`config.mk`:
```
export PLATFORM = sky130hd
export DESIGN_NAME = seven_seg_scan_driver
export DESIGN_NICKNAME = d
export VERILOG_FILES = /design/src/rtl/seven_seg_scan_driver.sv
export SDC_FILE = /design/constraint.sdc
export NUM_CORES = 1
export LEC_CHECK = 0
export BUFFER_PORTS_ARGS = -buffer_cell sky130_fd_sc_hd__buf_2
export CORE_MARGIN = 1.5
export CORE_UTILIZATION = 40
export DETAILED_ROUTE_END_ITERATION = 16
export GPL_TIMING_DRIVEN = 0
export PLACE_DENSITY_LB_ADDON = 0.1
export SYNTH_ARGS = -nofsm -noshare
export SYNTH_HDL_FRONTEND = slang
export SYNTH_SLANG_ARGS = --single-unit
```
`constraint.sdc`:
```
create_clock -name clk -period 3.7 [get_ports clk]
set_input_delay 0.555 -clock clk [delete_from_list [all_inputs] [get_ports clk]]
set_output_delay 0.555 -clock clk [all_outputs]
set_load 0.03 [all_outputs]
```
`src/rtl/seven_seg_scan_driver.sv`:
```
// Multiplexed N-digit 7-segment scan driver: prescaler, scan counter, frame shadow, LZ blanking, dead time.
// Optional hex glyphs for codes 10-15 when SEVSEG_HEX_EN is defined.
module seven_seg_scan_driver #(
  parameter int NUM_DIGITS       = 4,
  parameter int PRESCALE         = 1000,
  parameter int DIGIT_ACTIVE_LOW = 0,
  parameter int SEG_ACTIVE_LOW   = 0
) (
  input  logic                    clk,
  input  logic                    reset,
  input  logic                    en,
  input  logic                    blank_lz,
  input  logic [4*NUM_DIGITS-1:0] digits_in,
  output logic [NUM_DIGITS-1:0]   digit_sel,
  output logic [6:0]              led_out,
  output logic                    frame_start
);

  localparam int PW = $clog2(PRESCALE);
  localparam int IW = $clog2(NUM_DIGITS);
  localparam logic [PW-1:0] P_LAST = PW'(PRESCALE - 1);
  localparam logic [IW-1:0] I_LAST = IW'(NUM_DIGITS - 1);

  logic [PW-1:0]           p;
  logic [IW-1:0]           idx;
  logic [4*NUM_DIGITS-1:0] shadow;
  logic [NUM_DIGITS-1:0]   sel_q, onehot, lz;
  logic [6:0]              seg_q;
  logic [3:0]              cur;
  logic                    tick, zero_above;

  function automatic logic [6:0] decode(input logic [3:0] d);
    case (d)
      4'd0:  return 7'b1111110;
      4'd1:  return 7'b0110000;
      4'd2:  return 7'b1101101;
      4'd3:  return 7'b1111001;
      4'd4:  return 7'b0110011;
      4'd5:  return 7'b1011011;
      4'd6:  return 7'b1011111;
      4'd7:  return 7'b1110000;
      4'd8:  return 7'b1111111;
      4'd9:  return 7'b1111011;
`ifdef SEVSEG_HEX_EN
      4'd10: return 7'b1110111;
      4'd11: return 7'b0011111;
      4'd12: return 7'b1001110;
      4'd13: return 7'b0111101;
      4'd14: return 7'b1001111;
      4'd15: return 7'b1000111;
`endif
      default: return 7'b0000000;
    endcase
  endfunction

  assign tick   = (p == P_LAST);
  assign cur    = shadow[{idx, 2'b00} +: 4];
  assign onehot = {{(NUM_DIGITS-1){1'b0}}, 1'b1} << idx;

  // lz[k]: every shadow digit from the top down to k is zero; digit 0 never blanks
  always_comb begin
    lz         = '0;
    zero_above = 1'b1;
    for (int k = NUM_DIGITS - 1; k >= 1; k--) begin
      zero_above = zero_above & (shadow[4*k +: 4] == 4'd0);
      lz[k]      = zero_above;
    end
  end

  always_ff @(posedge clk) begin
    if (reset) begin
      p           <= '0;
      idx         <= '0;
      shadow      <= '0;
      frame_start <= 1'b0;
      sel_q       <= '0;
      seg_q       <= '0;
    end else begin
      p           <= tick ? '0 : p + 1'b1;
      frame_start <= tick && (idx == I_LAST);
      if (tick) begin
        idx <= (idx == I_LAST) ? '0 : idx + 1'b1;
        if (idx == I_LAST) shadow <= digits_in;
      end
      // the tick cycle doubles as the anti-ghosting gap between digits
      if (!en || tick) begin
        sel_q <= '0;
        seg_q <= '0;
      end else begin
        sel_q <= onehot;
        seg_q <= (blank_lz && lz[idx]) ? 7'b0000000 : decode(cur);
      end
    end
  end

  assign digit_sel = (DIGIT_ACTIVE_LOW != 0) ? ~sel_q : sel_q;
  assign led_out   = (SEG_ACTIVE_LOW != 0)   ? ~seg_q : seg_q;

endmodule

```
==> results of run 1 <==
## placed cells by master (no fill, tap or decap), drive strengths merged, types with 3 or more instances in the layout
cell,synthesis,layout
a21oi,6,6
nor4,3,3
nand3,5,5
xnor2,5,5
a22o,16,16
nor3,6,6
nor3b,4,4
clkbuf,3,10
dfxtp,40,40
nand2b,4,4
mux4,4,4
inv,5,5
nand2,4,4
nor2,14,14
buf,4,34
mux2i,4,4
ha,8,8
xor2,4,4
## synth_stat cells, types with 4 or more instances
cell type	count
a21oi_1	5
ha_1	8
xor2_1	4
nand2_1	4
nand2b_1	4
nand3_1	4
xnor2_1	5
a22o_1	16
mux2i_1	4
nor2_1	14
inv_1	5
dfxtp_1	40
nor3_1	6
## state kept, by name (all words and copies together) (netlist names)
register	flops
digit_sel	4
frame_start	1
idx	2
led_out	7
p	10
shadow	16
## per-layer routing
layer	wire [um]	global-route usage, %	vias to the layer above
met5	0	0	-
met4	50	6.62	0
met3	169	5.84	5
met2	1700	29.0	35
met1	1610	21.0	596
li1	-	-	649
## worst max path at each step
stage / slack, ps / endpoint / depth (start not counted)
finish: 1410 / led_out[2] / 7
global route: 1260 / led_out[2] / 7
CTS: 1430 / led_out[2] / 7
detailed placement: 1460 / led_out[2] / 7
global placement: 1490 / led_out[2] / 7
floorplan: 1640 / led_out[2] / 7
## power by group through the flow
stage                     combinational (mW)  sequential, mW  clock (mW)
final                                 0.0390           0.441       0.385
after global routing                  0.0431           0.442       0.415
after CTS                             0.0396           0.441       0.393
after detailed placement              0.0396           0.451           0
after global placement                0.0377           0.450           0
after floorplan                       0.0133           0.458           0
## metrics by stage
| stage | utilization, % | setup slack [ps] | instances |
|---|---|---|---|
| 4_1_cts | 50.7 | 1430 | 245 |
| 2_1_floorplan | - | 1640 | 157 |
| 3_5_place_dp | 47.6 | 1460 | 237 |
| 6_report | 50.7 | 1410 | 245 |
| 3_3_place_gp | 47.6 | 1490 | 237 |
| 5_1_grt | 50.7 | 1260 | 245 |
## critical path, delay by kind of cell, from the launching register on
family / cells / cell delay (ps)
muxes: 1 / 550
AOI/OAI and AO/OA: 1 / 180
and+or+nand+nor: 1 / 390
adders and majority gates: 1 / 170
buffers and inverters: 3 / 420
DFF: 1 / 500
## final cells by class
type / instances / share of cell area (%)
buffer: 7 / 1.93
clock buffer: 7 / 4.65
clock inverter: 1 / 1.45
inverter: 5 / 0.906
multi-input combinational: 105 / 42.1
sequential: 40 / 38.7
tap: 50 / 3.02
timing repair buffer: 30 / 7.25
## cells by family (layout without fill, tap and decap cells)
family	count (synthesis)	in the layout	synth area share, %
AO/OA/AOI/OAI	29	29	14.5
XOR/XNOR	9	9	4.55
adder cells (fa/ha/maj)	8	8	5.78
buffers and inverters	12	50	3.40
flip-flops	40	40	46.2
multiplexers	10	10	9.03
AND/OR/NAND/NOR	49	49	16.5
==> impl_results.md, run 1 <==
- GP Congestion: 0.795
- Hold depth: 1
- Max Freq: 437 MHz
- P_sw: 0.174 mW
- # port buffers: 30
- Sequential Power Share: 51.0%
- Hold Buf Count CTS: 0
- Sw Ratio: 20.1%
- Placement-stage cell area: 1940 um2
- Setup violators final: 0
- Final period util: 61.8%
- Comb pwr share: 4.5%
- NumNets Final: 222
- WHS Endpoint: p[0]
- Antenna cells: 0
- Worst EP arrival: 2500 ps
- Initial Util: 42.4%
- Post-CTS setup buffers: 0
- Share of cells above drive strength 1: 28.2%
- Critical path endpoint category: flip-flop
- Max-slew headroom: 50.6%
- Register area share after synthesis: 46.2%
- Setup TNS: 0 ps
- Slowest-stage cell, CP: mux4_2
- Dominant synthesized flop cell: dfxtp_1
- Share of the synthesized area in the top cell type: 46.2%
- CP cell instances: buf_6 > mux4_2 > inv_1 > ha_1 > inv_1 > or3_1 > a211oi_2
- Worst Path Max Fanout: 10
- Largest net degree at the start of global routing: 13
- CTS tree: built
- R2r worst-path depth: 7
- Clock Latency Late Sink: 290 ps
- Antenna-violating nets left: 0
- CP required: 3910 ps
- Synth Instances: 157
- Cell area after layout: 2070 um2
- R2R Path Start: idx[0]
- Die Wd: 68.8 um
- Wire per inst: 14.4 um
- Crit-path max cell delay: 550 ps
- Total leakage power: 0.842 nW
- Hold crit path type: flip-flop to flip-flop
- Global-route wire length before repair: 5900 um
- Number of buffers created by CTS: 5
- Clock power frac: 44.5%
- Core area: 4090 um2
- Area Growth Syn to Fin: 19.6%
- Cell area power density: 417 nW/um2
- DRC: 0
- Syn_nets: 185
- Tot Pwr: 0.864 mW
- Minimum clock period: 2290 ps
- Distinct cell type count after synthesis: 39
- Drt first-iter violations: 59
- Worst reg-to-reg setup slack: 1410 ps
- Yosys Warn Count: 0
- Crit path launch type: flip-flop
- Min-delay src: p[0]
- GRT overflow: 0
- Hpwl dp: 2680 um
- Filler instances: 375
- Clock buffer depth: 2
- Area taken by multi-input logic gates: 872 um2
- Vias: 1285
- Avg Cell Area, Syn: 11.0 um2
- Gr usage total: 17.5%
- Std cell rows: 23
- Slew Limit Fails: 0
- Vias per Instance: 5.24
- Vias in the first global route: 1256
- Final Hold Viols: 0
- Root Buffer: clkbuf_8
- Worst setup path category: flip-flop to flip-flop
- CTS resizes: 0
- Status: completed
- H-tree depth: 2
- Final WL: 3530 um
- Reg area: 801 um2
- Layout Skew: 4.28 ps
- R2R Path End: led_out[2]
- Die Y: 68.8 um
- Antenna violations before repair: 0
- Pint: 0.691 mW
- Clock slew at the register clock pins of the worst setup and hold paths: 70 ps
- Ys async rst share: 0%
- VDD IR max: 0.226 mV
- Crit path from: idx[0]
- Die area: 4730 um2
- Slew @ Worst Pin: 741 ps
- Max-cap violations: 0
- # IOs: 32
- Initial DRT Pass Iterations: 4
- Clk sink count: 40
- RSZ-0062 raised after global routing: no
- Post-synth top area cell: dfxtp_1
- Top cells by area, synth: dfxtp_1 (46%), a22o_1 (8.1%), ha_1 (5.8%), mux4_2 (3.9%), nor2_1 (3.0%)
- Post-Syn Area: 1730 um2
- Most frequent CP cell: inv_1
- Worst hold slack: 467 ps
- EDFF count, synth: 0
- Seq cells post-synth: 40
No activity file was read; power rests on OpenSTA's default activity.
==> run 2: changes to the inputs <==
- clock period: 3.7 -> 2 ns (I/O delays scaled with it)
==> run 2 against run 1 <==
  * Final area rose by 5.1%
  * Count of clock-buffer cells in the layout down 2
  * Register-to-register slack lost 1400 ps
  * Critical path depth stayed put
  * Combinational power grew 87%
  * Die area did not move
  * First-iteration DRC count grew 1.7%
  * Flip-flop and latch count unchanged
  * Global-route usage rose by 0.11 points
  * Power increased by 77%
  * Sequential power increased by 85%
  * Critical endpoint unchanged
==> impl_results.md, run 2 (same netlist as run 1, synthesis figures left out) <==
- Crit path from: idx[0]
- Tot Pwr: 1.53 mW
- Worst Path Max Fanout: 4
- Clock slew at the register clock pins of the worst setup and hold paths: 80 ps
- Total leakage power: 0.910 nW
- Drt first-iter violations: 60
- Final WL: 3660 um
- Share of cells above drive strength 1: 35.4%
- Worst reg-to-reg setup slack: 60 ps
- Number of buffers created by CTS: 5
- Placement-stage cell area: 1950 um2
- Reg area: 805 um2
- Area taken by multi-input logic gates: 896 um2
- Slowest-stage cell, CP: mux4_2
- H-tree depth: 2
- Max-cap violations: 0
- Largest net degree at the start of global routing: 14
- DRC: 0
- Core area: 4090 um2
- RSZ-0062 raised after global routing: yes
- Minimum clock period: 1940 ps
- Slew Limit Fails: 0
- CTS tree: built
- NumNets Final: 233
- Clk sink count: 40
- Root Buffer: clkbuf_8
- Final Hold Viols: 0
- Initial Util: 42.4%
- R2R Path Start: idx[0]
- Clock Latency Late Sink: 290 ps
- Worst setup path category: flip-flop to flip-flop
- Setup TNS: 0 ps
- Hold depth: 2
- Setup violators final: 0
- Largest reg by FF count: shadow
- Antenna-violating nets left: 0
- CP required: 2210 ps
- Hold Buf Count CTS: 0
- Crit path launch type: flip-flop
- Final period util: 97.0%
- Worst EP arrival: 2150 ps
- Most common cell after layout, fill and taps aside: dfxtp_1
- Layout Skew: 7.46 ps
- Gr usage total: 17.6%
- Die Y: 68.8 um
- GRT overflow: 0
- Clock buffer depth: 2
- Vias in the first global route: 1298
- Filler instances: 372
- Highest-count cells in the layout ignoring fill and taps: dfxtp_1 (39), buf_2 (31), a22o_1 (16)
- Hold crit path type: primary input to flip-flop
- Slew @ Worst Pin: 722 ps
- Die area: 4730 um2
- Die Wd: 68.8 um
- Global-route wire length before repair: 6020 um
- Worst hold slack: 211 ps
- Area Growth Syn to Fin: 25.7%
- Wire per inst: 14.3 um
- R2r worst-path depth: 7
- # port buffers: 30
- Status: completed
- Antenna cells: 0
- WHS Endpoint: shadow[5]
- VDD IR max: 0.438 mV
- CP cell instances: buf_8 > mux4_2 > inv_2 > ha_1 > inv_1 > or3_4 > a211oi_2
- Min-delay src: digits_in[5]
- Crit-path max cell delay: 530 ps
- Hpwl dp: 2620 um
- Vias per Instance: 5.33
- GP Congestion: 0.768
- Max-slew headroom: 51.9%
- Initial DRT Pass Iterations: 4
- Antenna violations before repair: 0
- Critical path endpoint category: flip-flop
- Cell area power density: 705 nW/um2
- Max reg flops: 16
- Max Freq: 515 MHz
- # IOs: 32
- Cell area after layout: 2180 um2
- Std cell rows: 23
- Vias: 1365
- R2R Path End: led_out[2]
run 2: cell count changes in the layout (fill, tap and decap cells not counted), sizes merged:
| cell | before | now |
|---|---|---|
| buf | 34 | 46 |
| clkbuf | 10 | 7 |
| clkinv | 0 | 1 |
| clkinvlp | 0 | 1 |
run 2: layout make-up:
cell class	instances	area share (%)
plain buffers	7	2.30
inverters	5	0.863
flip-flops and latches	40	37.0
repair buffers	41	10.7
well taps	50	2.88
clock buffers	5	3.16
multi-input cells	105	41.2
clock inverters	3	1.96
run 2: what timing repair did:
| action | CTS | global route |
|---|---|---|
| endpoints found under the setup margin | 15 | 15 |
| buffers inserted | 3 | 8 |
| pin swaps | 0 | 2 |
| resized for setup | 5 | 9 |
run 2: how the worst max path moves through the flow:
stage	endpoint	cells past startpoint	slack, ps
after global routing	shadow[9]	6	-40
final	led_out[2]	7	60
after detailed placement	led_out[2]	7	-240
after global placement	led_out[2]	7	-180
after floorplan	led_out[2]	7	20
after CTS	led_out[2]	7	-10
run 2: per-stage QoR:
step	util, %	instances	setup slack [ps]
after detailed placement	47.6	237	-245
after global routing	53.2	256	-44.7
after floorplan	-	157	19.2
after CTS	51.2	248	-12.7
final	53.2	256	59.2
after global placement	47.6	237	-179
run 2: metal layers:
layer  track usage (%)  share of wire, %
met5                 0                 0
met2              27.6                46
met1              21.6                45
met4              8.58               3.0
met3              6.01               5.9
run 2: worst max-delay path: cells and delay by family, from the launching register on:
family                   cells  cell delay (ps)
AO/OA/AOI/OAI                1              170
adder cells (fa/ha/maj)      1              140
buffers and inverters        3              250
flip-flops                   1              380
multiplexers                 1              530
AND/OR/NAND/NOR              1              380
run 2: power by group:
part           leakage, nW  total (mW)  internal [mW]  switching (mW)
logic                0.531      0.0730         0.0293          0.0436
clock network       0.0541       0.647          0.369           0.278
registers            0.325       0.814          0.807         0.00660
total                0.910        1.53           1.21           0.328
